File: config.mk
export PLATFORM = sky130hd
export DESIGN_NAME = fetch_stage
export DESIGN_NICKNAME = d
export VERILOG_FILES = /design/src/rtl/fetch_pkg.sv /design/src/rtl/fetch_fifo.sv /design/src/rtl/fetch_stage.sv
export SDC_FILE = /design/constraint.sdc
export NUM_CORES = 1
export LEC_CHECK = 0
export BUFFER_PORTS_ARGS = -buffer_cell sky130_fd_sc_hd__buf_2
export CORE_MARGIN = 5
export CORE_UTILIZATION = 39
export DETAILED_ROUTE_END_ITERATION = 7
export HOLD_SLACK_MARGIN = 0.03
export SLEW_MARGIN = 20
export SYNTH_ARGS = -nofsm -noshare
export SYNTH_HDL_FRONTEND = slang
export SYNTH_SLANG_ARGS = --single-unit
export TNS_END_PERCENT = 20
File: constraint.sdc
create_clock -name clk -period 5.75 [get_ports clk]
set_input_delay 1.15 -clock clk [delete_from_list [all_inputs] [get_ports clk]]
set_output_delay 1.15 -clock clk [all_outputs]
set_load 0.02 [all_outputs]
File: src/rtl/fetch_pkg.sv
// Shared definitions for the instruction fetch stage.
//   DATA_WIDTH    : width of PC, fetch address and instruction word
//   RESET_PC      : first fetch address after reset
//   fetch_state_t : fetch FSM state (FETCH / WAIT / DISCARD)
//   fetch_entry_t : one {pc, instr} buffer entry handed to decode
package fetch_pkg;

  localparam int DATA_WIDTH = 32;
  localparam logic [DATA_WIDTH-1:0] RESET_PC = 32'h0000_0000;

  // FETCH   : nothing outstanding, may issue a request
  // WAIT    : one request outstanding, its response will be kept
  // DISCARD : one request outstanding, its response is stale and dropped
  typedef enum logic [1:0] {
    FETCH,
    WAIT,
    DISCARD
  } fetch_state_t;

  typedef struct packed {
    logic [DATA_WIDTH-1:0] pc;
    logic [DATA_WIDTH-1:0] instr;
  } fetch_entry_t;

endpackage

File: src/rtl/fetch_fifo.sv
// Small circular buffer of fetched {pc, instr} entries toward decode.
//   clk, rst_n : clock, asynchronous active-low reset
//   push/wdata : write one entry (ignored during flush)
//   pop        : remove the head entry (caller guarantees non-empty)
//   flush      : empty the buffer; dominates push and pop
//   count      : number of valid entries
//   head       : oldest entry, all-zero while the buffer is empty
module fetch_fifo
  import fetch_pkg::*;
#(
  parameter int  DEPTH   = 2,
  parameter type entry_t = fetch_entry_t,
  parameter int  CW      = $clog2(DEPTH + 1)
) (
  input  logic          clk,
  input  logic          rst_n,
  input  logic          push,
  input  entry_t        wdata,
  input  logic          pop,
  input  logic          flush,
  output logic [CW-1:0] count,
  output entry_t        head
);

  localparam int PW = (DEPTH > 1) ? $clog2(DEPTH) : 1;

  entry_t        mem [DEPTH];
  logic [PW-1:0] rd_ptr;
  logic [PW-1:0] wr_ptr;

  function automatic logic [PW-1:0] next_ptr(input logic [PW-1:0] p);
    return (p == PW'(DEPTH - 1)) ? '0 : p + 1'b1;
  endfunction

  // NOTE: the storage array is deliberately not reset; only pointers and
  // count are, and the head is masked to zero while empty, so stale words
  // are never visible.
  always_ff @(posedge clk) begin
    if (push && !flush) mem[wr_ptr] <= wdata;
  end

  // NOTE: all sequential state uses non-blocking assignments so every
  // register samples pre-edge values regardless of statement order.
  always_ff @(posedge clk or negedge rst_n) begin
    if (!rst_n) begin
      rd_ptr <= '0;
      wr_ptr <= '0;
      count  <= '0;
    end else if (flush) begin
      rd_ptr <= '0;
      wr_ptr <= '0;
      count  <= '0;
    end else begin
      if (push) wr_ptr <= next_ptr(wr_ptr);
      if (pop)  rd_ptr <= next_ptr(rd_ptr);
      case ({push, pop})
        2'b10:   count <= count + 1'b1;
        2'b01:   count <= count - 1'b1;
        default: count <= count;
      endcase
    end
  end

  assign head = (count != '0) ? mem[rd_ptr] : '0;

endmodule

File: src/rtl/fetch_stage.sv
// Instruction fetch stage: issues one word-aligned fetch at a time to
// instruction memory, buffers responses with their PC, and hands them to
// decode through a valid/ready handshake. Redirects from execute flush the
// buffer and cause any in-flight response to be discarded.
//   clk, rst_n              : clock, asynchronous active-low reset
//   imem_req/imem_addr      : fetch request and its address
//   imem_rvalid/imem_rdata  : memory response (1+ cycles after request)
//   redirect/redirect_pc    : taken branch/jump target from execute
//   valid_d/ready_d         : decode handshake (pop on valid_d & ready_d)
//   instr_d/pc_d/pcplus4_d  : buffered instruction, its PC and PC+4
module fetch_stage
  import fetch_pkg::*;
#(
  parameter int                    DATA_WIDTH = fetch_pkg::DATA_WIDTH,
  parameter logic [DATA_WIDTH-1:0] RESET_PC   = fetch_pkg::RESET_PC,
  parameter int                    FIFO_DEPTH = 2
) (
  input  logic                  clk,
  input  logic                  rst_n,
  output logic                  imem_req,
  output logic [DATA_WIDTH-1:0] imem_addr,
  input  logic                  imem_rvalid,
  input  logic [DATA_WIDTH-1:0] imem_rdata,
  input  logic                  redirect,
  input  logic [DATA_WIDTH-1:0] redirect_pc,
  output logic                  valid_d,
  input  logic                  ready_d,
  output logic [DATA_WIDTH-1:0] instr_d,
  output logic [DATA_WIDTH-1:0] pc_d,
  output logic [DATA_WIDTH-1:0] pcplus4_d
);

  localparam int CW = $clog2(FIFO_DEPTH + 1);

  fetch_state_t          state;
  logic [DATA_WIDTH-1:0] pc;       // next address to fetch
  logic [DATA_WIDTH-1:0] req_pc;   // address of the outstanding request
  logic [CW-1:0]         count;
  fetch_entry_t          head;
  logic                  push;
  logic                  pop;

  // Requests only with nothing outstanding and room for the response, so a
  // push can never hit a full buffer. Gating with rst_n keeps the request
  // low during reset and lets the first one be taken on the first edge
  // after release.
  assign imem_req  = rst_n && (state == FETCH) && (count < CW'(FIFO_DEPTH)) && !redirect;
  assign imem_addr = pc;

  // A response is kept only for a live request and only if no redirect
  // arrives in the same cycle.
  assign push = (state == WAIT) && imem_rvalid && !redirect;
  assign pop  = valid_d && ready_d;

  always_ff @(posedge clk or negedge rst_n) begin
    if (!rst_n) begin
      state  <= FETCH;
      pc     <= RESET_PC;
      req_pc <= '0;
    end else begin
      if (redirect) pc <= redirect_pc & ~DATA_WIDTH'(3);
      else if (imem_req) pc <= pc + DATA_WIDTH'(4);

      if (imem_req) req_pc <= pc;

      case (state)
        FETCH:   if (imem_req) state <= WAIT;
        WAIT: begin
          if (imem_rvalid)   state <= FETCH;
          else if (redirect) state <= DISCARD;
        end
        DISCARD: if (imem_rvalid) state <= FETCH;
        default: state <= FETCH;
      endcase
    end
  end

  fetch_fifo #(
    .DEPTH   (FIFO_DEPTH),
    .entry_t (fetch_entry_t),
    .CW      (CW)
  ) u_fifo (
    .clk   (clk),
    .rst_n (rst_n),
    .push  (push),
    .wdata ('{pc: req_pc, instr: imem_rdata}),
    .pop   (pop),
    .flush (redirect),
    .count (count),
    .head  (head)
  );

  // Decode outputs come straight from buffer registers; pcplus4_d is
  // masked so every decode output reads zero while nothing is valid.
  assign valid_d   = (count != '0);
  assign instr_d   = head.instr;
  assign pc_d      = head.pc;
  assign pcplus4_d = valid_d ? head.pc + DATA_WIDTH'(4) : '0;

endmodule

==> results_dict.tcl <==
set metrics [dict create \
    outcome "finished clean" \
    postCtsSetupRepairBufs 0 \
    seq_area_frac_synth 0.629 \
    post-place-cells 1101 \
    fp.coreArea_sq_um 21700 \
    cts_inserted_buffers 17 \
    final_design_area_no_fill_sq_um 10300 \
    clock_sinks 190 \
    post_synth.cell_area_avg_sq_um 13.1 \
    first_pass_iters 5 \
    finalHoldViolCount 0 \
    total_gr_overflow 0 \
    drt-total-wl_um 19000 \
    powerDensity_nw_per_um2 302 \
    postPlaceCellArea_sq_um 9740 \
    drt-initial-drc-count 243 \
    synth_ff_type "sky130_fd_sc_hd__edfxtp_1" \
    grt_setup_unrepaired "false" \
    post_synth_inst_count 651 \
    h-tree-depth 4 \
    die_y_um 158 \
    max-cap-violations 0 \
    worst_path_max_delay_cell "sky130_fd_sc_hd__dfrtp_4" \
    drv_slew 0 \
    startpoint_of_the_worst_hold_path "req_pc[11]" \
    final-instance-count-excl-fill 1133 \
    critical_path.most_common_cell "sky130_fd_sc_hd__nor2_1" \
    power.leakage_nw 4.18 \
    path_class "reg2out" \
    drive_above_1_share 0.334 \
    startpoint_type "register" \
    ys.warnings.count 0 \
    syn_area_sq_um 8540 \
    setup_viol_count_final 0 \
    tritoncts "built" \
    post_cts_hold_buffer_count 0 \
    vias_per_cell 4.87 \
    cell_family_with_the_largest_share_of_critical_path_delay "flip-flops" \
    grt_usage 0.151 \
    data_arrival_time_of_the_critical_path_ps 3380 \
    clk_pin_slew_worst_paths_ps 70 \
    drt.antenna.violating_nets 0 \
    yosys.cell_types.count 46 \
    final_cell_mix "sky130_fd_sc_hd__buf_2 (190), sky130_fd_sc_hd__edfxtp_1 (124), sky130_fd_sc_hd__nor2_1 (71)" \
    ys_ff_latch 190 \
    reg2regPathDepth 6 \
    chipWidth_um 158 \
    detailroute.via_count 5523 \
    min_delay_path_depth 0 \
    start_util 0.394 \
    r2r_start "u_fifo.count[1]" \
    post-route-period-util 0.787 \
    antennaDiodeCount 0 \
    post_cts.resized_instances 0 \
    grt_first_pass_wirelength_um 29200 \
    floorplan.die_area_sq_um 25000 \
    route.detailed.wl_per_inst_um 16.8 \
    hpwl_um 13900 \
    slew_headroom 0.429 \
    io_buffer_count 190 \
    vdd_ir_drop_max_uv 193 \
    max_freq_mhz 221 \
    place.gp.congestion 0.845 \
    critPathCaptureType "output port" \
    worst_endpoint_required_time_ps 4600 \
    postSynth.asyncResetShare 0.347 \
    area_growth_syn_to_layout_pct 20.5 \
    first_global_vias 5414 \
    final_period_minus_worst_setup_slack_ps 4530 \
    antenna_violations_before_repair 0 \
    timing.clock.skew_ps 9.64 \
    clk_latency_ps 420 \
    std_cell_rows 54 \
    pin_count_of_the_biggest_net_entering_global_routing 70 \
    cts.root.buffer_cell "sky130_fd_sc_hd__clkbuf_16" \
    r2r_slack_ps 3210 \
    regToRegEndpoint "u_fifo.rd_ptr" \
    top_level_ports 199 \
    mostFrequentLayoutCell "sky130_fd_sc_hd__buf_2" \
    synth-edff-count 124 \
    min-delay-path-class "reg2reg" \
    worstHoldEndpoint "u_fifo.mem[1][43]" \
    worst_path_max_fanout 46 \
    worst_slew_pin_slew_ps 854 \
    final.fill_count 2009 \
    crit_chain "mux2i_1 -> nor2_1 -> ha_1 -> o21ai_0 -> a211oi_2 -> nand3_1 -> nor4_1 -> xor2_1 -> nor2_1 -> buf_2" \
    critical_path.n_buffers_inverters 1 \
    route.detailed.drc 0 \
    slowest_delay_ps 850 \
    number_of_nets_in_the_layout 911 \
    ctsLongestPathBuffers 2 \
]
routing by layer:
layer | vias up | GRT usage | wire length, um
met1 | 2620 | 0.219 | 8980
met4 | 0 | 0.0496 | 351
li1 | 2694 | - | -
met3 | 25 | 0.0336 | 1300
met5 | - | 0 | 0
met2 | 184 | 0.225 | 8360
state kept, by name, indices dropped and copies added, names as in the netlist:
| name | cells |
|---|---|
| req_pc | 30 |
| state | 2 |
| u_fifo.mem | 124 |
| u_fifo.count | 2 |
| u_fifo.rd_ptr | 1 |
| imem_addr | 30 |
| u_fifo.wr_ptr | 1 |
worst max path at each step:
stage,cells after the start,slack [ps],to,start
3_3_place_gp,10,1630,pcplus4_d[24],u_fifo.rd_ptr
3_5_place_dp,10,1620,pcplus4_d[24],u_fifo.rd_ptr
6_report,10,1220,pcplus4_d[24],u_fifo.rd_ptr
2_1_floorplan,3,-580,u_fifo.mem[0][0],redirect
5_1_grt,10,940,pcplus4_d[24],u_fifo.rd_ptr
4_1_cts,10,1160,pcplus4_d[24],u_fifo.rd_ptr
power by group:
group	switching, mW	internal, mW
combinational	0.177	0.135
clock	0.518	0.606
sequential	0.0940	1.58
per-stage QoR:
step	utilization	setup slack (ps)	hold slack, ps	total power, mW	setup TNS (ps)
global placement	0.449	1630	447	2.01	0
finish	0.475	1220	478	3.11	0
global route	0.475	942	491	3.25	0
floorplan	-	-579	438	1.89	-35900
detailed placement	0.449	1620	454	2.02	0
CTS	0.475	1160	481	3.15	0
logic make-up (layout without fill, tap and decap cells):
logic type / after synthesis / after routing / share of synthesized area
buf+inv: 41 / 238 / 0.0283
xor+xnor: 57 / 57 / 0.0584
fa+ha+maj: 2 / 2 / 0.00293
mux: 96 / 96 / 0.117
other cells: 1 / 6 / 0.000439
flops: 190 / 190 / 0.629
simple gates: 222 / 222 / 0.135
compound gates: 42 / 42 / 0.0291
cell type report:
class / count / area, sq um / area share
Multi-Input combinational cell: 425 / 2970 / 0.288
Clock inverter: 14 / 126 / 0.0123
Tap cell: 280 / 350 / 0.0340
Inverter: 7 / 26.3 / 0.00255
Timing Repair Buffer: 199 / 1020 / 0.0989
Clock buffer: 18 / 429 / 0.0417
Sequential cell: 190 / 5380 / 0.522
synth_stat cells (6+ instances only):
master                     count  area share
sky130_fd_sc_hd__nand2_1      61       0.027
sky130_fd_sc_hd__buf_2         9      0.0053
sky130_fd_sc_hd__mux2i_1      65       0.076
sky130_fd_sc_hd__mux2_2       31       0.041
sky130_fd_sc_hd__xor2_1       37       0.038
sky130_fd_sc_hd__nor2_1       71       0.031
sky130_fd_sc_hd__nor3_1        6      0.0035
sky130_fd_sc_hd__o21ai_0      20       0.012
sky130_fd_sc_hd__nand4_1       7      0.0051
sky130_fd_sc_hd__inv_1         7      0.0031
sky130_fd_sc_hd__and3_1        6      0.0044
sky130_fd_sc_hd__nand3_1      32       0.019
sky130_fd_sc_hd__edfxtp_1    124        0.44
sky130_fd_sc_hd__xnor2_1      20       0.021
sky130_fd_sc_hd__o21ai_1      12      0.0070
sky130_fd_sc_hd__buf_4         6      0.0053
sky130_fd_sc_hd__clkbuf_1     11      0.0048
sky130_fd_sc_hd__dfrtp_1      66        0.19
No activity file was read; power rests on OpenSTA's default activity.
